## config.mk

```make
export PLATFORM = sky130hd
export DESIGN_NAME = uart_rx_command_parser
export DESIGN_NICKNAME = d
export VERILOG_FILES = /design/src/rtl/uart_command_pkg.sv /design/src/rtl/uart_frame_timeout_counter.sv /design/src/rtl/uart_rx_command_parser.sv
export SDC_FILE = /design/constraint.sdc
export NUM_CORES = 1
export LEC_CHECK = 0
export BUFFER_PORTS_ARGS = -buffer_cell sky130_fd_sc_hd__buf_2
export CORE_MARGIN = 8
export CORE_UTILIZATION = 47
export DETAILED_ROUTE_END_ITERATION = 6
export GPL_TIMING_DRIVEN = 0
export PLACE_DENSITY = 0.67
export SLEW_MARGIN = 5
export SYNTH_ARGS = -nofsm -noshare
export SYNTH_HDL_FRONTEND = slang
export SYNTH_SLANG_ARGS = --single-unit
```

## constraint.sdc

```tcl
create_clock -name clk -period 2.35 [get_ports clk]
set_input_delay 0.1175 -clock clk [delete_from_list [all_inputs] [get_ports clk]]
set_output_delay 0.1175 -clock clk [all_outputs]
set_load 0.1 [all_outputs]
```

## src/rtl/uart_command_pkg.sv

```systemverilog
// Shared definitions for the UART command parser.
//   - Opcode byte values that start each command frame.
//   - Register-file addresses used for the two ALU operands.
//   - Parser FSM state encoding.
package uart_command_pkg;

  localparam logic [7:0] CMD_REG_WRITE       = 8'hAA;  // AA, addr, data
  localparam logic [7:0] CMD_REG_READ        = 8'hBB;  // BB, addr
  localparam logic [7:0] CMD_ALU_OPERANDS    = 8'hCC;  // CC, A, B, func
  localparam logic [7:0] CMD_ALU_NO_OPERANDS = 8'hDD;  // DD, func

  localparam int OPERAND_A_ADDRESS = 0;
  localparam int OPERAND_B_ADDRESS = 1;

  typedef enum logic [2:0] {
    IDLE,
    WR_ADDR,
    WR_DATA,
    RD_ADDR,
    ALU_A,
    ALU_B,
    ALU_FUNC,
    ALU_FUNC_NOP
  } parser_state_e;

endpackage

```

## src/rtl/uart_frame_timeout_counter.sv

```systemverilog
// Inter-byte timeout counter for one command frame.
// Ports:
//   clk, reset   system clock, asynchronous active-high reset
//   clear_i      a byte arrived: restart the count (wins over everything)
//   enable_i     a frame is in progress: count this cycle
//   expired_o    the count reaches TIMEOUT_CYCLES at the coming clk edge
// The count is cleared to 0 by the byte, so it reaches TIMEOUT_CYCLES
// exactly TIMEOUT_CYCLES edges after the edge that sampled the byte.
// A TIMEOUT_CYCLES of 0 disables expiry. The count saturates.
module uart_frame_timeout_counter #(
  parameter int TIMEOUT_CYCLES = 4096
) (
  input  logic clk,
  input  logic reset,
  input  logic clear_i,
  input  logic enable_i,
  output logic expired_o
);

  localparam int COUNT_WIDTH = (TIMEOUT_CYCLES < 1) ? 1 : $clog2(TIMEOUT_CYCLES + 1);
  localparam logic [COUNT_WIDTH-1:0] LIMIT      = COUNT_WIDTH'(TIMEOUT_CYCLES);
  localparam logic [COUNT_WIDTH-1:0] LAST_COUNT =
    COUNT_WIDTH'((TIMEOUT_CYCLES > 0) ? TIMEOUT_CYCLES - 1 : 0);
  localparam bit ENABLED = (TIMEOUT_CYCLES > 0);

  logic [COUNT_WIDTH-1:0] count_q;
  logic [COUNT_WIDTH-1:0] count_d;

  always_comb begin
    count_d = count_q;
    if (clear_i) begin
      count_d = '0;
    end else if (enable_i && (count_q != LIMIT)) begin
      count_d = count_q + 1'b1;
    end
  end

  always_ff @(posedge clk or posedge reset) begin
    if (reset) begin
      count_q <= '0;
    end else begin
      count_q <= count_d;
    end
  end

  // A byte in the expiry cycle clears the count instead of expiring it.
  assign expired_o = ENABLED && enable_i && !clear_i && (count_q >= LAST_COUNT);

endmodule

```

## src/rtl/uart_rx_command_parser.sv

```systemverilog
// UART command frame parser.
// Consumes the receiver's per-byte output and turns complete frames into
// single-cycle register-file and ALU strobes. Errored, malformed or stalled
// frames are discarded and reported with a frame_dropped pulse.
// Ports:
//   clk, reset          system clock, asynchronous active-high reset
//   rx_data_valid       one-cycle byte strobe from the receiver
//   rx_data             received byte
//   rx_parity_error     qualifies rx_data_valid
//   rx_frame_error      qualifies rx_data_valid
//   reg_write_enable    one-cycle register write strobe
//   reg_read_enable     one-cycle register read strobe
//   reg_address         address for the read/write strobe (held between strobes)
//   reg_write_data      data for the write strobe (held between strobes)
//   alu_enable          one-cycle ALU start strobe
//   alu_function        function code for alu_enable (held between strobes)
//   frame_dropped       one-cycle strobe: the current frame was discarded
//   parser_busy         high whenever a frame is in progress
module uart_rx_command_parser
  import uart_command_pkg::*;
#(
  parameter int DATA_WIDTH         = 8,
  parameter int ADDRESS_WIDTH      = 4,
  parameter int ALU_FUNCTION_WIDTH = 4,
  parameter int TIMEOUT_CYCLES     = 4096
) (
  input  logic                          clk,
  input  logic                          reset,
  input  logic                          rx_data_valid,
  input  logic [DATA_WIDTH-1:0]         rx_data,
  input  logic                          rx_parity_error,
  input  logic                          rx_frame_error,
  output logic                          reg_write_enable,
  output logic                          reg_read_enable,
  output logic [ADDRESS_WIDTH-1:0]      reg_address,
  output logic [DATA_WIDTH-1:0]         reg_write_data,
  output logic                          alu_enable,
  output logic [ALU_FUNCTION_WIDTH-1:0] alu_function,
  output logic                          frame_dropped,
  output logic                          parser_busy
);

  parser_state_e state_q, state_d;

  logic [ADDRESS_WIDTH-1:0]      wr_addr_q, wr_addr_d;
  logic                          reg_we_q, reg_we_d;
  logic                          reg_re_q, reg_re_d;
  logic [ADDRESS_WIDTH-1:0]      reg_addr_q, reg_addr_d;
  logic [DATA_WIDTH-1:0]         reg_wdata_q, reg_wdata_d;
  logic                          alu_en_q, alu_en_d;
  logic [ALU_FUNCTION_WIDTH-1:0] alu_func_q, alu_func_d;
  logic                          dropped_q, dropped_d;

  logic clean_byte;
  logic error_byte;
  logic addr_ok;
  logic busy;
  logic timeout_expired;
  logic drop;

  assign clean_byte = rx_data_valid && !rx_parity_error && !rx_frame_error;
  assign error_byte = rx_data_valid && (rx_parity_error || rx_frame_error);
  // Address bytes must not carry bits above the register-file address range.
  assign addr_ok    = ((rx_data >> ADDRESS_WIDTH) == '0);
  assign busy       = (state_q != IDLE);

  uart_frame_timeout_counter #(
    .TIMEOUT_CYCLES(TIMEOUT_CYCLES)
  ) u_timeout (
    .clk      (clk),
    .reset    (reset),
    .clear_i  (rx_data_valid),
    .enable_i (busy),
    .expired_o(timeout_expired)
  );

  // Next-state logic. Inside a frame an errored byte beats decoding, and any
  // arriving byte beats the timeout.
  always_comb begin
    // NOTE: every combinational output gets a default first so no path
    // leaves it unassigned, which would infer a latch.
    state_d = state_q;
    drop    = 1'b0;
    if (state_q == IDLE) begin
      if (clean_byte) begin
        case (rx_data)
          DATA_WIDTH'(CMD_REG_WRITE):       state_d = WR_ADDR;
          DATA_WIDTH'(CMD_REG_READ):        state_d = RD_ADDR;
          DATA_WIDTH'(CMD_ALU_OPERANDS):    state_d = ALU_A;
          DATA_WIDTH'(CMD_ALU_NO_OPERANDS): state_d = ALU_FUNC_NOP;
          default:                          state_d = IDLE;
        endcase
      end
    end else if (error_byte) begin
      drop    = 1'b1;
      state_d = IDLE;
    end else if (clean_byte) begin
      case (state_q)
        WR_ADDR: begin
          if (addr_ok) begin
            state_d = WR_DATA;
          end else begin
            drop    = 1'b1;
            state_d = IDLE;
          end
        end
        RD_ADDR: begin
          drop    = !addr_ok;
          state_d = IDLE;
        end
        ALU_A:   state_d = ALU_B;
        ALU_B:   state_d = ALU_FUNC;
        default: state_d = IDLE;  // WR_DATA, ALU_FUNC, ALU_FUNC_NOP complete here
      endcase
    end else if (timeout_expired) begin
      drop    = 1'b1;
      state_d = IDLE;
    end
  end

  // Output logic: strobes default low, data outputs and the latched write
  // address hold their values unless this byte updates them.
  always_comb begin
    wr_addr_d   = wr_addr_q;
    reg_we_d    = 1'b0;
    reg_re_d    = 1'b0;
    reg_addr_d  = reg_addr_q;
    reg_wdata_d = reg_wdata_q;
    alu_en_d    = 1'b0;
    alu_func_d  = alu_func_q;
    dropped_d   = drop;
    if (busy && clean_byte && !drop) begin
      case (state_q)
        WR_ADDR: wr_addr_d = rx_data[ADDRESS_WIDTH-1:0];
        WR_DATA: begin
          reg_we_d    = 1'b1;
          reg_addr_d  = wr_addr_q;
          reg_wdata_d = rx_data;
        end
        RD_ADDR: begin
          reg_re_d   = 1'b1;
          reg_addr_d = rx_data[ADDRESS_WIDTH-1:0];
        end
        ALU_A: begin
          reg_we_d    = 1'b1;
          reg_addr_d  = ADDRESS_WIDTH'(OPERAND_A_ADDRESS);
          reg_wdata_d = rx_data;
        end
        ALU_B: begin
          reg_we_d    = 1'b1;
          reg_addr_d  = ADDRESS_WIDTH'(OPERAND_B_ADDRESS);
          reg_wdata_d = rx_data;
        end
        ALU_FUNC, ALU_FUNC_NOP: begin
          alu_en_d   = 1'b1;
          alu_func_d = rx_data[ALU_FUNCTION_WIDTH-1:0];
        end
        default: ;
      endcase
    end
  end

  // State and registered outputs. Reset clears everything, including the
  // held data outputs, and never produces a frame_dropped pulse.
  always_ff @(posedge clk or posedge reset) begin
    // NOTE: sequential state uses non-blocking assignments so every register
    // samples the pre-edge values regardless of statement order.
    if (reset) begin
      state_q     <= IDLE;
      wr_addr_q   <= '0;
      reg_we_q    <= 1'b0;
      reg_re_q    <= 1'b0;
      reg_addr_q  <= '0;
      reg_wdata_q <= '0;
      alu_en_q    <= 1'b0;
      alu_func_q  <= '0;
      dropped_q   <= 1'b0;
    end else begin
      state_q     <= state_d;
      wr_addr_q   <= wr_addr_d;
      reg_we_q    <= reg_we_d;
      reg_re_q    <= reg_re_d;
      reg_addr_q  <= reg_addr_d;
      reg_wdata_q <= reg_wdata_d;
      alu_en_q    <= alu_en_d;
      alu_func_q  <= alu_func_d;
      dropped_q   <= dropped_d;
    end
  end

  assign reg_write_enable = reg_we_q;
  assign reg_read_enable  = reg_re_q;
  assign reg_address      = reg_addr_q;
  assign reg_write_data   = reg_wdata_q;
  assign alu_enable       = alu_en_q;
  assign alu_function     = alu_func_q;
  assign frame_dropped    = dropped_q;
  assign parser_busy      = busy;

endmodule

```

After elaboration in Yosys (flattened, before gate mapping)
Index checks and enable logic that the tools add are counted.
{"block": "totals", "word_cells": 75, "in_bits": 13, "out_inout_bits": 21, "reg_bits": 40}
{"block": "op_classes", "order_cmp": 1, "mux": 23, "n_reduce_logical": 27, "n_eq_ne": 13, "addsub": 1}
{"cell": "$eq A8 B8 Y1 const B", "count": 4}
{"cell": "$mux W13", "count": 2}
{"cell": "$pmux W4 S4", "count": 1}
{"cell": "$mux W3", "count": 5}
{"cell": "$add A13 B1 Y13 const B", "count": 1}
{"cell": "$ge A13 B12 Y1 const B", "count": 1}
{"cell": "$ne A13 B13 Y1 const B", "count": 1}
{"cell": "$eq A3 B3 Y1 const B", "count": 4}
{"cell": "$pmux W3 S4", "count": 1}
{"cell": "$mux W1", "count": 11}
{"cell": "$reduce_and A2 Y1", "count": 5}
{"cell": "$pmux W3 S3", "count": 1}
{"cell": "$logic_and A1 B1 Y1", "count": 8}
{"cell": "$logic_not A8 Y1", "count": 1}
{"cell": "$eq A3 B2 Y1 const B", "count": 2}
{"cell": "$reduce_bool A3 Y1", "count": 2}
{"cell": "$logic_not A1 Y1", "count": 5}
{"cell": "$reduce_bool A4 Y1", "count": 1}
{"cell": "$eq A3 B1 Y1 const B", "count": 1}
{"cell": "$logic_not A3 Y1", "count": 1}
{"cell": "$reduce_or A3 Y1", "count": 1}
{"cell": "$mux W2", "count": 1}
{"cell": "$ne A2 B2 Y1 const B", "count": 1}
{"cell": "$pmux W1 S2", "count": 1}
{"cell": "3 further kinds", "count": 3}

Depth between registers and ports, before layout
Gate-level depths: netlist of the first run.
{"block": "logic_depth", "depth_word": 10, "mapped_depth": 7, "ltp_nobuf": 6}

Cells and area by module
A second synthesis of the first run with hierarchy kept.
{"block": "unflattened", "cells_unflattened": 195, "hier_area_um2": 2109.5}
{"mod": "uart_rx_command_parser", "seq_area_each_um2": 675.6, "instances": 1, "area_per_inst_um2": 1297.5, "cells_each": 108}
{"mod": "uart_frame_timeout_counter", "seq_area_each_um2": 325.3, "instances": 1, "area_per_inst_um2": 812.0, "cells_each": 87}

Worst setup path after synthesis of the first run
OpenSTA, ideal clock, no wires.
{"block": "synth_path", "path_type": "flip-flop to flip-flop", "startpoint": "register state_q[0]", "endpoint": "register alu_func_q[0] (netlist: alu_function[0])", "synth_period_minus_slack_ns": 1.831, "required_time_ns": 2.224, "arrival_time_ns": 1.705, "setup_time_ns": 0.126, "path_buffers": 1, "slack_ns": 0.519, "stages_incl_launch_ff": 6, "cell_sequence": "dfrtp_1 buf_2 nor3_1 inv_2 o2111ai_2 mux2_2"}
{"block": "synth_between", "elab_chain_cells": 10, "word_cells_on_any_way": 18, "cone_classes": "eq/ne (4); mux (5); reduce/logical (9)"}
{"element": "from (decl)", "line_no": "uart_rx_command_parser.sv:43", "text": "parser_state_e state_q, state_d;"}
{"element": "from (signal assigned)", "line_no": "uart_rx_command_parser.sv:179", "text": "state_q <= state_d;"}
{"element": "$reduce_bool A3 Y1 (*)", "line_no": "uart_rx_command_parser.sv:65", "text": "assign busy = (state_q != IDLE);"}
{"element": "via parser_busy", "line_no": "uart_rx_command_parser.sv:40", "text": "output logic parser_busy"}
{"element": "$logic_and A1 B1 Y1 (2 in series)", "line_no": "uart_frame_timeout_counter.sv:47", "text": "assign expired_o = ENABLED && enable_i && !clear_i && (count_q >= LAST_COUNT);"}
{"element": "$mux W1", "line_no": "uart_rx_command_parser.sv:115", "text": "end else if (timeout_expired) begin"}
{"element": "$mux W1", "line_no": "uart_rx_command_parser.sv:97", "text": "end else if (clean_byte) begin"}
{"element": "$mux W1", "line_no": "uart_rx_command_parser.sv:94", "text": "end else if (error_byte) begin"}
{"element": "$mux W1", "line_no": "uart_rx_command_parser.sv:84", "text": "if (state_q == IDLE) begin"}
{"element": "$logic_not A1 Y1", "line_no": "uart_rx_command_parser.sv:132", "text": "if (busy && clean_byte && !drop) begin"}
{"element": "$logic_and A1 B1 Y1 (*)", "line_no": "uart_rx_command_parser.sv:132"}
{"element": "$reduce_and A2 Y1 (no source line) (*)"}
{"element": "to (signal assigned)", "line_no": "uart_rx_command_parser.sv:186", "text": "alu_func_q <= alu_func_d;"}
{"element": "to (decl)", "line_no": "uart_rx_command_parser.sv:51", "text": "logic [ALU_FUNCTION_WIDTH-1:0] alu_func_q, alu_func_d;"}
Mark *: on every way through the listed nets, which the timed path passes. The rest lies on a longest branch.
A chain may end at the register's enable or synchronous reset.

Final worst setup path of the first run
{"block": "layout_path", "startpoint": "register state_q[2]", "endpoint": "register u_timeout.count_q[11]"}
{"block": "layout_between", "elab_chain_cells": 3}
{"element": "$reduce_bool A3 Y1", "line_no": "uart_rx_command_parser.sv:65"}
{"element": "$logic_and A1 B1 Y1", "line_no": "uart_frame_timeout_counter.sv:33", "text": "end else if (enable_i && (count_q != LIMIT)) begin"}
{"element": "$reduce_bool A2 Y1 (no source line)"}
{"element": "to (signal assigned)", "line_no": "uart_frame_timeout_counter.sv:42", "text": "count_q <= count_d;"}
{"element": "to (decl)", "line_no": "uart_frame_timeout_counter.sv:26", "text": "logic [COUNT_WIDTH-1:0] count_q;"}
Every way passes these cells.

==> flow_summary.toml, run 1 <==
[setup_path]
worst_ep_arrival_time_ps = 2130
cpLargestDelayFamily = "compound AO/OA/AOI/OAI gates"
required_ps = 2530
critPathSlowestCell = "o311ai_0"
crit_type = "flip-flop to flip-flop"
critical_path.startpoint_type = "flip-flop"
crit_path_end_kind = "flip-flop"
slowest_delay_ps = 540
critPathBufInv = 1
worstPathCellList = "buf_2 > o311ai_0 > nor2_1 > nand4_1 > mux2_2"
cp_max_fo = 10

[floorplanning]
chipHeight_um = 82.84
core-area_sq_mm = 0.004324
io_pins = 34
dieArea_sq_mm = 0.006862
initial_core_util = 0.4855
die_w_um = 82.84
placementRows = 24

[route]
vias_per_cell = 5.512
drcViolationCount = 0
postRouteAntennaNets = 0
dr.pass1.iters = 4
drt_iter0_markers = 85
routed_wl_um = 4381
dr_total_vias = 1549
avgRoutedWirePerCell_um = 15.59

[clock_network]
postCtsSetupBuffers = 0
clk_pin_slew_worst_paths_ps = 80
insertion_delay_ps = 290
clockBufferDepth = 2
cts.sinks = 40
cts_made_buffers = 5
h-tree-depth = 2
root_buffer = "clkbuf_8"
tritoncts = "yes"

[synth]
netlist_instances = 187
synthFlopType = "dfrtp_1"
yosysMostFrequentCell = "dfrtp_1"
syn_area_sq_mm = 0.002100
async_reset_ff_frac = 1.000
yosysWarningCount = 0
synth_seq_cells = 40
synthTopCellsByArea = "dfrtp_1 48%, mux2_2 7.5%, xnor2_1 3.3%, nor2_1 3.2%, ha_1 2.4%"
yosysTopAreaCellShare = 0.4768
synth_enable_flop_cells = 0
syn_nets = 204
synth_top_cell_by_area = "dfrtp_1"
synth_area_per_cell_sq_um = 11.23
yosysUniqueCellTypes = 51
synth_common_cells = "40 x dfrtp_1, 18 x nor2_1, 14 x mux2_2"
ys_seq_area_frac = 0.4768

[sta]
setup_slack_ps = 401.2
fin_crit_ps = 1949
setup_viol = 0
whs_ps = 79.51
fmax_mhz = 513.1
setup-tns-final_ps = 0
fin_crit_sh = 0.8293
slew_viol_final = 0
rsz0062_at_grt = "false"
finalClockSkew_ps = 5.747
maxSlewHeadroom = 0.5735
finalHoldViolCount = 0
worst_pin_slew_ps = 634.3

[pwr]
p_per_area_mw_per_mm2 = 823.6
p_leak_uw = 0.001234
peakVddDrop_uv = 373.8
combPwrFrac = 0.310
p_sw_uw = 715.8
switching_share = 0.3503
internal_power_uw = 1328
p_seq_frac = 0.394
clockPowerShare = 0.296

[place]
place_hpwl_um = 3300
dp_slack_ps = 405.7
gp_congestion = 0.8244
portBuffers = 32

[min_path]
hp-class = "input port to flip-flop"

[global_route]
grt_usage = 0.1372
grt_max_degree = 25
grt_pass1_wl_um = 7969
grt-ovfl-total = 0
grt_pass1_vias = 1639
antenna_found_initial = 0

[cells_and_area]
nets = 245
drive_above_1_share = 0.3362
diodes = 0
fill_cells = 381
area_growth_pct = 18.18

[outcome]
status = "finished, final reports clean"

[job]
cap_violations = 0
kinds of logic after synthesis:
family	after synthesis	synth area share
AOI/OAI and AO/OA	32	0.1269
xor gates and xnor gates	10	0.04172
adders and majority gates	4	0.02384
buffers and inverters	19	0.03635
DFF	40	0.4768
muxes	20	0.1043
and+or+nand+nor	62	0.1901
power by group through the flow:
| stage | Sequential (uW) | Combinational (uW) | Clock, uW |
|---|---|---|---|
| 6_report | 804 | 634 | 605 |
| 2_1_floorplan | 937 | 384 | 0 |
| 5_1_grt | 817 | 689 | 650 |
| 3_5_place_dp | 818 | 633 | 0 |
| 4_1_cts | 805 | 638 | 622 |
| 3_3_place_gp | 818 | 627 | 0 |
repair_timing:
item	CTS	global route
hold buffers	1	0
gates resized for setup	0	0
hold endpoints to repair	16	0
metrics by stage:
stage               total power (uW)  cell area, sq um    util  cells
floorplan                       1321              2100       -    187
global placement                1444              2325  0.5376    271
detailed placement              1452              2345  0.5422    272
CTS                             2065              2481  0.5738    281
global route                    2156              2481  0.5738    281
finish                          2044              2481  0.5738    281
flip-flops by register name (all words and copies together), names as in the netlist:
name / cells
alu_function: 4
reg_read_enable: 1
alu_enable: 1
wr_addr_q: 4
reg_address: 4
reg_write_enable: 1
frame_dropped: 1
state_q: 3
u_timeout.count_q: 13
reg_write_data: 8
routing by layer:
| layer | routed length (um) | GRT usage | vias to the layer above |
|---|---|---|---|
| met5 | 0 | 0 | - |
| met4 | 54 | 0.03834 | 0 |
| met3 | 270 | 0.04980 | 7 |
| met2 | 1850 | 0.2051 | 35 |
| met1 | 2206 | 0.1807 | 746 |
| li1 | - | - | 761 |
layout make-up:
cell class / count / area [sq um] / area share
flip-flops and latches: 40 / 1001 / 0.4034
clock inverters: 1 / 30.03 / 0.01210
inverters: 13 / 48.80 / 0.01967
multi-input cells: 128 / 1022 / 0.4120
plain buffers: 6 / 27.53 / 0.01109
repair buffers: 34 / 190.2 / 0.07665
well taps: 52 / 65.06 / 0.02622
clock buffers: 7 / 96.34 / 0.03883
worst paths after layout:
kind	from	to	slack, ps	cells past startpoint
max	state_q[2]	u_timeout.count_q[11]	400	5
min	rx_data_valid	u_timeout.count_q[6]	80	2
max reg2reg	state_q[2]	u_timeout.count_q[11]	400	5
min reg2reg	wr_addr_q[3]	wr_addr_q[3]	500	1
max in group asynchronous	reset	state_q[0]	1560	4
min in group asynchronous	reset	reg_write_data[5]	350	3
placed cells by master, fill, tap and decap left out, drive strengths merged, types with 2 or more instances in the layout:
cell type / Yosys / layout
nand3: 2 / 2
xnor2: 8 / 8
ha: 4 / 4
nand2: 4 / 4
clkbuf: 2 / 9
xor2: 2 / 2
o41ai: 2 / 2
a22o: 5 / 5
o21ai: 6 / 6
nor4bb: 2 / 2
nor4b: 2 / 2
mux2: 15 / 15
mux2i: 5 / 5
nor2b: 6 / 6
or3b: 2 / 2
nand4: 7 / 7
buf: 4 / 37
inv: 13 / 13
nor2: 18 / 18
a21oi: 8 / 8
nor4: 5 / 5
nor3: 5 / 5
dfrtp: 40 / 40
nor3b: 2 / 2
Note: power is estimated with default switching activity, not from simulation.
==> inputs of run 2 (changes only) <==
- PLACE_DENSITY: 0.67 -> 0.7
- clock period: 2.35 -> 1.7 ns (I/O delays scaled with it)
==> run 2 against run 1 <==
Net effect: clock power fell by 2%; global-route usage rose by 0.10 points; register-to-register slack got worse by 410 ps; the flow now finishes with violations (setup timing); non-clock buffer count increased by 5; worst setup slack got worse by 410 ps; via count grew 3.5%; first-iteration DRC count down 26%; final cell count grew 1.8%; sequential share of layout area shrank 1.4 points; critical path depth is the same; sequential cell count unchanged.
==> flow_summary.toml, run 2 (synthesis gave the netlist of run 1 again) <==
[cells_and_area]
fin_util = 0.6013
area_growth_pct = 23.84
largest_reg_flops = 13
layout_commonest_cell = "buf_2"
final_cell_mix = "33 x buf_2, 31 x dfrtp_1, 18 x nor2_1"
nets = 251
regMostFlops = "u_timeout.count_q"
diodes = 0
drive_above_1_share = 0.4444
layout.cells.non_filler = 286

[setup_path]
timing.rr.start = "state_q[2]"
crit_type = "flip-flop to flip-flop"
critPathSlowestCell = "dfrtp_2"
worstPathCellList = "buf_6 > or3b_4 > a21oi_4 > o21ai_4 > mux2_4"
crit_path_end_kind = "flip-flop"
worst_ep_arrival_time_ps = 1880
cp_max_fo = 5
reg2reg_depth = 5
cpLargestDelayFamily = "flip-flops"
critical_path.startpoint_type = "flip-flop"
critPathBufInv = 1
r2r_slack_ps = -4
slowest_delay_ps = 450
required_ps = 1880
r2r_end = "reg_write_data[2]"

[floorplanning]
chipHeight_um = 82.84
die_w_um = 82.84
io_pins = 34
dieArea_sq_mm = 0.006862
initial_core_util = 0.4855
placementRows = 24
core-area_sq_mm = 0.004324

[sta]
slew_viol_final = 0
finalClockSkew_ps = 3.184
fmax_mhz = 586.8
worst_pin_slew_ps = 818.6
setup_viol = 1
maxSlewHeadroom = 0.4535
fin_crit_ps = 1704
rsz0062_at_grt = "true"
setup_slack_ps = -4.237
finalHoldViolCount = 0
fin_crit_sh = 1.002

[min_path]
min_from = "rx_data_valid"
hold_end = "u_timeout.count_q[6]"
hp-class = "input port to flip-flop"
hold_depth = 2

[clock_network]
h-tree-depth = 2
cts.sinks = 40
root_buffer = "clkbuf_8"
clockBufferDepth = 2
cts_made_buffers = 5
insertion_delay_ps = 290
tritoncts = "yes"
clk_pin_slew_worst_paths_ps = 70

[place]
portBuffers = 32
place_hpwl_um = 3272
place_inst = 271
gp_congestion = 0.8192

[pwr]
p_per_area_mw_per_mm2 = 1041
peakVddDrop_uv = 728.6
p_leak_uw = 0.001245

[global_route]
grt_pass1_vias = 1729
grt-ovfl-total = 0
grt_pass1_wl_um = 8073
antenna_found_initial = 0
grt_usage = 0.1382
grt_max_degree = 41

[route]
routed_wl_um = 4607
drcViolationCount = 0
drt_iter0_markers = 63
dr.pass1.iters = 4
vias_per_cell = 5.605
avgRoutedWirePerCell_um = 16.11
dr_total_vias = 1603
postRouteAntennaNets = 0

[outcome]
status = "finished, violations left"
violations = "setup timing"

[job]
cap_violations = 0
-- run 2: timing repair --
| item | CTS | global route |
|---|---|---|
| buffers inserted | 5 | 2 |
| hold endpoints to repair | 40 | 0 |
| endpoints found under the setup margin | 17 | 31 |
| resized for setup | 13 | 22 |
| pin swaps | 4 | 6 |
| gates cloned | 1 | 0 |
| hold buffers | 1 | 0 |
-- run 2: how the worst max path moves through the flow --
| stage | from | endpoint | slack [ps] | cells after the start |
|---|---|---|---|---|
| 2_1_floorplan | u_timeout.count_q[0] | u_timeout.count_q[9] | 30 | 6 |
| 3_3_place_gp | state_q[2] | u_timeout.count_q[11] | -230 | 5 |
| 3_5_place_dp | u_timeout.count_q[0] | u_timeout.count_q[9] | -240 | 6 |
| 4_1_cts | state_q[0] | parser_busy | -60 | 4 |
| 5_1_grt | state_q[2] | state_q[0] | -40 | 6 |
| 6_report | state_q[2] | reg_write_data[2] | -4 | 5 |
-- run 2: worst reg2reg max path, delay by kind of cell (launching register included) --
family / cells / cell delay, ps
AO/OA/AOI/OAI: 2 / 310
buffers and inverters: 1 / 140
multiplexers: 1 / 320
AND/OR/NAND/NOR: 1 / 380
flip-flops: 1 / 450
-- run 2: area by class of cell --
cell class                 instances  area [sq um]
multi-input combinational        129          1132
timing repair buffer              40         222.7
inverter                          13         51.30
clock buffer                       6         72.57
sequential                        40          1012
tap                               52         65.06
clock inverter                     1         5.005
fill                             380          1724
buffer                             5         38.79
-- run 2: per-layer routing --
metal | track usage | vias up | part of all wire
met5 | 0 | - | 0
met4 | 0.04633 | 0 | 0.015
met3 | 0.04297 | 8 | 0.045
met2 | 0.2475 | 25 | 0.52
met1 | 0.1491 | 797 | 0.42
li1 | - | 773 | -
-- run 2: stage by stage --
| step | instance area, sq um | setup WS, ps | hold WS, ps | setup TNS (ps) | total power, uW |
|---|---|---|---|---|---|
| after detailed placement | 2335 | -235.0 | 303.6 | -1544 | 2024 |
| after global placement | 2335 | -231.7 | 356.2 | -1345 | 2008 |
| after global routing | 2600 | -36.01 | 57.39 | -179.8 | 2851 |
| final | 2600 | -4.237 | 43.48 | -4.237 | 2708 |
| after CTS | 2514 | -55.60 | 49.73 | -504.8 | 2670 |
| after floorplan | 2110 | 31.91 | 217.6 | 0 | 1840 |
-- run 2: power by group --
group / internal, uW / switching, uW
Sequential: 1060 / 68.7
Clock: 279 / 315
Combinational: 329 / 657
==> inputs of run 3 (changes only) <==
- RECOVER_POWER: unset -> 50
==> run 3 against run 2 <==
Net effect: combinational power about the same; final area about the same; sequential share of layout area about the same; first-iteration DRC count increased by 6.3%; sequential cell count unchanged; largest power group unchanged; fmax about the same; clock power decreased by 1%; critical path type unchanged; worst hold slack improved by 2.0 ps; the flow still finishes with violations (setup timing); non-clock buffer count unchanged; via count decreased by 0.50%.
==> flow_summary.toml, run 3 (synthesis gave the netlist of run 1 again) <==
[outcome]
status = "finished, violations left"
violations = "setup timing"

[place]
portBuffers = 32
place_area_sq_mm = 0.002335
dp_slack_ps = -235.0
gp_congestion = 0.8192
place_inst = 271
place_hpwl_um = 3272

[setup_path]
crit_type = "flip-flop to flip-flop"
cp_max_fo = 5
r2r_slack_ps = -5
required_ps = 1870
timing.rr.start = "state_q[2]"
critical_path.startpoint_type = "flip-flop"
reg2reg_depth = 5
crit_path_end_kind = "flip-flop"
worst_ep_arrival_time_ps = 1880
r2r_end = "reg_write_data[2]"

[floorplanning]
core-area_sq_mm = 0.004324
dieArea_sq_mm = 0.006862
die_w_um = 82.84
placementRows = 24
io_pins = 34
initial_core_util = 0.4855
chipHeight_um = 82.84

[route]
dr.pass1.iters = 4
routed_wl_um = 4607
vias_per_cell = 5.577
drcViolationCount = 0
postRouteAntennaNets = 0
dr_total_vias = 1595
avgRoutedWirePerCell_um = 16.11
drt_iter0_markers = 67

[sta]
worst_pin_slew_ps = 820.3
fin_crit_sh = 1.003
fin_crit_ps = 1705
rsz0062_at_grt = "true"
slew_viol_final = 0
finalClockSkew_ps = 5.171
fmax_mhz = 586.6
maxSlewHeadroom = 0.4524
finalHoldViolCount = 0
setup_viol = 1
setup_slack_ps = -4.868

[cells_and_area]
fin_area_sq_mm = 0.002599
layout_commonest_cell = "dfrtp_1"
layout.cells.non_filler = 286
drive_above_1_share = 0.4402
area_growth_pct = 23.78
nets = 251
regMostFlops = "u_timeout.count_q"
final_cell_mix = "31 x dfrtp_1, 20 x clkbuf_2, 18 x nor2_1"
diodes = 0
largest_reg_flops = 13

[global_route]
grt_usage = 0.1382
grt_max_degree = 41
grt_pass1_vias = 1729
grt_pass1_wl_um = 8073
grt-ovfl-total = 0
antenna_found_initial = 0

[job]
cap_violations = 0

[pwr]
peakVddDrop_uv = 727.0
p_per_area_mw_per_mm2 = 1041
p_leak_uw = 0.001224

[clock_network]
tritoncts = "yes"
cts.sinks = 40
root_buffer = "clkbuf_8"
clockBufferDepth = 2
insertion_delay_ps = 290
h-tree-depth = 2
cts_made_buffers = 5
clk_pin_slew_worst_paths_ps = 70

[min_path]
hold_depth = 2
min_from = "rx_data_valid"
hp-class = "input port to flip-flop"
hold_end = "u_timeout.count_q[6]"
run 3: changes by cell type in the layout (fill, tap and decap cells not counted), sizes merged:
cell	previous run	this run
buf	43	22
clkbuf	7	28
run 3: routing by layer:
metal	track usage	share of wire	vias to the layer above	wire (um)
met2	0.2475	0.52	28	2390
met3	0.04297	0.047	8	216
met4	0.04633	0.015	0	68
met5	0	0	-	0
li1	-	-	772	-
met1	0.1491	0.42	787	1931
run 3: worst max-delay path, cell delays in order (launching register included):
cell and delay [ps]:
dfrtp_2 450, buf_6 140, or3b_4 380, a21oi_4 190, o21ai_4 120, mux2_4 320
run 3: area by class of cell:
type / count / area (sq um)
buffer: 5 / 38.79
clock buffer: 6 / 72.57
clock inverter: 1 / 5.005
fill: 381 / 1725
inverter: 13 / 51.30
multi-input combinational: 129 / 1132
sequential: 40 / 1012
tap: 52 / 65.06
timing repair buffer: 40 / 221.5
run 3: stage by stage:
step	total power, uW	hold WS (ps)	util	TNS [ps]
final	2704	45.52	0.6010	-4.868
after global routing	2851	57.39	0.6010	-179.8
after detailed placement	2024	303.6	0.5399	-1544
after CTS	2670	49.73	0.5813	-504.8
after floorplan	1840	217.6	-	0
after global placement	2008	356.2	0.5399	-1345
run 3: worst max-delay path by stage:
stage,to,slack (ps),cells past startpoint,startpoint
2_1_floorplan,u_timeout.count_q[9],30,6,u_timeout.count_q[0]
3_3_place_gp,u_timeout.count_q[11],-230,5,state_q[2]
3_5_place_dp,u_timeout.count_q[9],-240,6,u_timeout.count_q[0]
4_1_cts,parser_busy,-60,4,state_q[0]
5_1_grt,state_q[0],-40,6,state_q[2]
6_report,reg_write_data[2],-5,5,state_q[2]
run 3: timing repair:
action                                 CTS  global route
endpoints found under the hold margin   40             0
pin swaps                                4             6
buffers inserted                         5             2
hold buffers                             1             0
setup endpoints to repair               17            31
gates cloned                             1             0
gates resized for setup                 13            22
run 3: power by group:
group,switching (uW),internal [uW]
Sequential,70.9,1060
Combinational,658,328
Clock,309,279
